--- src/rtl/stream_xbar_pkg.sv ---
// Types and constants shared by the stream crossbar blocks (dest router, packet arbiter).
package stream_xbar_pkg;

    localparam int DEFAULT_NUM_MASTER = 4;
    localparam int DEFAULT_DATA_WIDTH = 32;

    typedef enum logic [1:0] {
        HEAD,
        BODY,
        DROP
    } route_state_e;

    // TDEST width for a given port count; never narrower than one bit.
    function automatic int dest_width(input int num_master);
        return (num_master > 2) ? $clog2(num_master) : 1;
    endfunction

endpackage

--- src/rtl/stream_skid_buffer.sv ---
// Two-entry registered valid/ready slice: full throughput with in_ready and all outputs driven from flops.
module stream_skid_buffer #(
    parameter int WIDTH = 8
) (
    input  logic             clk,
    input  logic             rst,
    input  logic [WIDTH-1:0] in_data,
    input  logic             in_valid,
    output logic             in_ready,
    output logic [WIDTH-1:0] out_data,
    output logic             out_valid,
    input  logic             out_ready
);

    logic [WIDTH-1:0] head_q;
    logic [WIDTH-1:0] tail_q;
    logic             head_vld_q;
    logic             tail_vld_q;
    logic             push;
    logic             pop;

    assign push = in_valid && !tail_vld_q;
    assign pop  = head_vld_q && out_ready;

    always_ff @(posedge clk or posedge rst) begin
        if (rst) begin
            // NOTE: payload registers are reset too so the outputs read zero out of reset.
            head_q     <= '0;
            tail_q     <= '0;
            head_vld_q <= 1'b0;
            tail_vld_q <= 1'b0;
        end else begin
            if (!head_vld_q) begin
                if (push) begin
                    head_q     <= in_data;
                    head_vld_q <= 1'b1;
                end
            end else if (!tail_vld_q) begin
                if (pop && push) begin
                    head_q <= in_data;
                end else if (pop) begin
                    head_vld_q <= 1'b0;
                end else if (push) begin
                    tail_q     <= in_data;
                    tail_vld_q <= 1'b1;
                end
            end else if (pop) begin
                // Full: no push possible, the skid entry moves up to the head.
                head_q     <= tail_q;
                tail_vld_q <= 1'b0;
            end
        end
    end

    assign in_ready  = !tail_vld_q;
    assign out_valid = head_vld_q;
    assign out_data  = head_q;

endmodule

--- src/rtl/stream_dest_router.sv ---
// Steers each input packet to one of NUM_MASTER outputs by the TDEST of its head beat;
// packets to non-existent outputs are swallowed and counted.
module stream_dest_router
    import stream_xbar_pkg::*;
#(
    parameter int  NUM_MASTER = DEFAULT_NUM_MASTER,
    parameter int  DATA_WIDTH = DEFAULT_DATA_WIDTH,
    parameter int  CNT_WIDTH  = 8,
    localparam int DEST_WIDTH = dest_width(NUM_MASTER)
) (
    input  logic                             clk,
    input  logic                             rst,
    input  logic [DATA_WIDTH-1:0]            s_data_i,
    input  logic                             s_valid_i,
    input  logic                             s_last_i,
    input  logic [DEST_WIDTH-1:0]            s_dest_i,
    output logic                             s_ready_o,
    output logic [NUM_MASTER*DATA_WIDTH-1:0] m_data_o,
    output logic [NUM_MASTER-1:0]            m_valid_o,
    output logic [NUM_MASTER-1:0]            m_last_o,
    input  logic [NUM_MASTER-1:0]            m_ready_i,
    output logic                             drop_o,
    output logic [CNT_WIDTH-1:0]             drop_cnt_o
);

    localparam int PAYLOAD_WIDTH = DATA_WIDTH + 1 + DEST_WIDTH;

    route_state_e             state_q;
    logic [DEST_WIDTH-1:0]    route_q;
    logic                     dest_ok;
    logic                     accept;
    logic                     head_drop;
    logic [DEST_WIDTH-1:0]    push_tag;
    logic                     buf_in_valid;
    logic [PAYLOAD_WIDTH-1:0] buf_in;
    logic [PAYLOAD_WIDTH-1:0] buf_out;
    logic                     buf_out_valid;
    logic                     buf_out_ready;
    logic [DATA_WIDTH-1:0]    out_data;
    logic                     out_last;
    logic [DEST_WIDTH-1:0]    out_tag;

    // With a power-of-two port count every encodable dest exists.
    generate
        if ((1 << DEST_WIDTH) > NUM_MASTER) begin : g_dest_check
            assign dest_ok = s_dest_i < DEST_WIDTH'(NUM_MASTER);
        end else begin : g_dest_all
            assign dest_ok = 1'b1;
        end
    endgenerate

    assign accept       = s_valid_i && s_ready_o;
    assign head_drop    = accept && (state_q == HEAD) && !dest_ok;
    assign push_tag     = (state_q == BODY) ? route_q : s_dest_i;
    assign buf_in_valid = s_valid_i && (((state_q == HEAD) && dest_ok) || (state_q == BODY));
    assign buf_in       = {s_data_i, s_last_i, push_tag};

    always_ff @(posedge clk or posedge rst) begin
        if (rst) begin
            state_q    <= HEAD;
            route_q    <= '0;
            drop_o     <= 1'b0;
            drop_cnt_o <= '0;
        end else begin
            drop_o <= head_drop;
            if (head_drop && (drop_cnt_o != '1)) begin
                drop_cnt_o <= drop_cnt_o + 1'b1;
            end
            if (accept) begin
                unique case (state_q)
                    HEAD: begin
                        if (dest_ok) begin
                            route_q <= s_dest_i;
                            if (!s_last_i) state_q <= BODY;
                        end else if (!s_last_i) begin
                            state_q <= DROP;
                        end
                    end
                    BODY, DROP: begin
                        if (s_last_i) state_q <= HEAD;
                    end
                    default: state_q <= HEAD;
                endcase
            end
        end
    end

    stream_skid_buffer #(
        .WIDTH (PAYLOAD_WIDTH)
    ) u_skid (
        .clk       (clk),
        .rst       (rst),
        .in_data   (buf_in),
        .in_valid  (buf_in_valid),
        .in_ready  (s_ready_o),
        .out_data  (buf_out),
        .out_valid (buf_out_valid),
        .out_ready (buf_out_ready)
    );

    assign {out_data, out_last, out_tag} = buf_out;

    always_comb begin
        // NOTE: defaults first so no path through this block can infer a latch.
        m_valid_o = '0;
        m_last_o  = '0;
        for (int k = 0; k < NUM_MASTER; k++) begin
            m_valid_o[k] = buf_out_valid && (out_tag == DEST_WIDTH'(k));
            m_last_o[k]  = m_valid_o[k] && out_last;
        end
    end

    // Only the routed port's ready can pop the head entry.
    assign buf_out_ready = |(m_valid_o & m_ready_i);
    assign m_data_o      = {NUM_MASTER{out_data}};

endmodule
--- config.mk ---
export PLATFORM = sky130hd
export DESIGN_NAME = stream_dest_router
export DESIGN_NICKNAME = d
export VERILOG_FILES = /design/src/rtl/stream_xbar_pkg.sv /design/src/rtl/stream_skid_buffer.sv /design/src/rtl/stream_dest_router.sv
export SDC_FILE = /design/constraint.sdc
export NUM_CORES = 1
export LEC_CHECK = 0
export CAP_MARGIN = 20
export CORE_MARGIN = 2
export CORE_UTILIZATION = 39
export CTS_CLUSTER_DIAMETER = 120
export DETAILED_ROUTE_END_ITERATION = 10
export GPL_ROUTABILITY_DRIVEN = 0
export PLACE_DENSITY = 0.77
export SLEW_MARGIN = 40
export SYNTH_ARGS = -nofsm -noshare
export SYNTH_HDL_FRONTEND = slang
export SYNTH_SLANG_ARGS = --single-unit
--- constraint.sdc ---
create_clock -name clk -period 2.5 [get_ports clk]
set_clock_uncertainty 0.2 [all_clocks]
set_input_delay 0.375 -clock clk [delete_from_list [all_inputs] [get_ports clk]]
set_output_delay 0.375 -clock clk [all_outputs]
set_load 0.05 [all_outputs]
==> impl_metrics.csv <==
group,metric,value,unit
status,outcome,"finished clean",
timing,fin_tns_setup,0,ps
floorplan,die_h,111,um
timing,hold_viol_final,0,
clock_network,cts_buffers,9,
setup_path,crit_required,1920,ps
logic_synthesis,syn_inst,418,
logic_synthesis,synth.avg_cell_area,10.8,um^2
place,dp_hpwl,6580,um
logic_synthesis,ys_types,28,
logic_synthesis,synth_warnings,0,
timing,drv_slew,0,
floorplan,die_x,111,um
job,maxCapViolations,0,
floorplan,ios,188,
detailed_routing,vias,2945,
clock_network,insertion_delay,320,ps
setup_path,cp_max_fo,8,
detailed_routing,wirelength,9140,um
clock_network,cts_setup_buffers,0,
timing,max-slew-margin-rel,65.2,%
min_path,min_path_type,"input pin to asynchronous set/reset pin",
clock_network,clk_pin_slew,60,ps
setup_path,end_kind,"output port",
timing,finalSetupViolCount,0,
layout,fillers,1039,
timing,grt_setup_unrepaired,"false",
timing,fin_crit_sh,90.0,%
layout,seqCellArea,1880,um^2
timing,min_period,2250,ps
layout,nNetsFinal,512,
layout,areaGrowthSynthToFinish,28.0,%
setup_path,criticalPathCategory,"flip-flop to output port",
setup_path,worst_ep_arrival_time,1670,ps
clock_network,cts.sinks,75,
layout,final_cell_mix,"170 x clkdlybuf4s50_1, 75 x dfrtp_1, 37 x mux2i_1, 36 x mux2_2, 35 x o21ai_0",
logic_synthesis,synth_seq_cells,75,
floorplan,die-area,12400,um^2
layout,drive_above_1_share,19.4,%
layout,diodes,0,
detailed_routing,drtAntennaViolNets,0,
clock_network,cts_resized,2,
layout,final_common_cell,"clkdlybuf4s50_1",
timing,fmax,445,MHz
floorplan,fp.coreArea,11300,um^2
floorplan,start_util,39.7,%
detailed_routing,drcViolationCount,0,
clock_network,h-tree-depth,3,
place,io_buffers,178,
detailed_routing,firstDrtPassIters,6,
layout,multi_input_area,1490,um^2
floorplan,rows,39,
clock_network,cts_root_buf,"clkbuf_16",
detailed_routing,wire_per_inst,14.8,um
clock_network,clk_path_buf_depth,2,
clock_network,cts_tree,"yes",
global_routing,grtUsageTotal,14.8,%
global_routing,antenna_found_initial,0,
clock_network,ctsHoldBuffers,0,
setup_path,cp-start-kind,"flip-flop",
detailed_routing,drtIter0Drc,86,
global_routing,grt_pass1_wl,15000,um
timing,tightestPinTransition,521,ps
global_routing,grt_max_degree,76,
logic_synthesis,ys_seq_area_share,41.7,%
global_routing,grt_pass1_vias,2966,
detailed_routing,vias_per_cell,4.77,
global_routing,grt_overflow,0,
logic_synthesis,syn_area,4500,um^2
layer usage:
metal  wire, um  up-vias  track usage, %
met2       4740      117            25.9
met3        524       14            3.38
met1       3740     1440            17.9
met5          0        -               0
li1           -     1374               -
met4        136        0            5.76
layout make-up:
class / instances / area share (%)
repair buffers: 189 / 32.7
flip-flops and latches: 75 / 32.6
multi-input cells: 192 / 25.8
clock buffers: 10 / 3.98
well taps: 143 / 3.11
clock inverters: 6 / 1.54
inverters: 3 / 0.217
cells by family (layout without fill, tap and decap cells):
kind of cell,Yosys count,after routing,synth area share (%)
other,1,9,0.0833
AND/OR/NAND/NOR,31,31,3.42
flip-flops,75,75,41.7
multiplexers,74,74,17.5
buffers and inverters,159,208,25.9
AO/OA/AOI/OAI,78,78,11.3
worst max-delay path, cell delays in order, from the launching register on:
cell	delay, ps
dfrtp_1	470
inv_1	90
clkdlybuf4s50_1	800
through the flow:
step	cell area (um^2)	std cells	hold slack [ps]	worst slack, ps	util, %
after floorplan	4530	426	280	15.0	-
after global placement	5440	602	289	281	48.1
after detailed placement	5440	602	295	198	48.1
after CTS	5760	618	272	236	50.9
after global routing	5760	618	292	197	50.9
final	5760	618	222	251	50.9
path summary, 6_finish.rpt:
path                                     from                   to  slack (ps)  depth (start not counted)
max                         u_skid.tail_vld_q            s_ready_o         250                          2
min                                       rst  u_skid.out_data[22]         220                          3
max reg2reg                u_skid.out_data[0]    u_skid.tail_q[29]         470                          4
min reg2reg                 u_skid.tail_q[19]    u_skid.tail_q[19]         300                          1
max in group asynchronous                 rst  u_skid.out_data[31]        1500                          3
min in group clk            u_skid.tail_q[19]    u_skid.tail_q[19]         300                          1
synthesized netlist by cell type, drive strengths merged:
master   count  area (um^2)
or2          1         8.76
and3         2         12.5
and4bb       1         12.5
and2         1         6.26
conb         1         3.75
clkbuf       6         22.5
inv          3         11.3
nand2        9         33.8
mux2        36          405
a31oi        2         12.5
a221o        1         10.0
o21ai       68          404
nand3        1         5.00
nor2b        1         6.26
mux2i       38          384
buf        150         1130
dfrtp       75         1880
nand2b       3         18.8
o22ai        1         6.26
nand4b       1         8.76
nor2        11         41.3
o2bb2ai      2         55.1
a21oi        4         20.0
sequential cells by signal, indices dropped and copies added (netlist names):
name               count
u_skid.tail_vld_q      1
u_skid.out_valid       1
route_q                2
state_q                1
u_skid.tail_q         35
u_skid.out_data       35
Power is left out: the tool's default activity adds up to more than one toggle a clock period on the data nets, which glitch-free logic cannot reach.
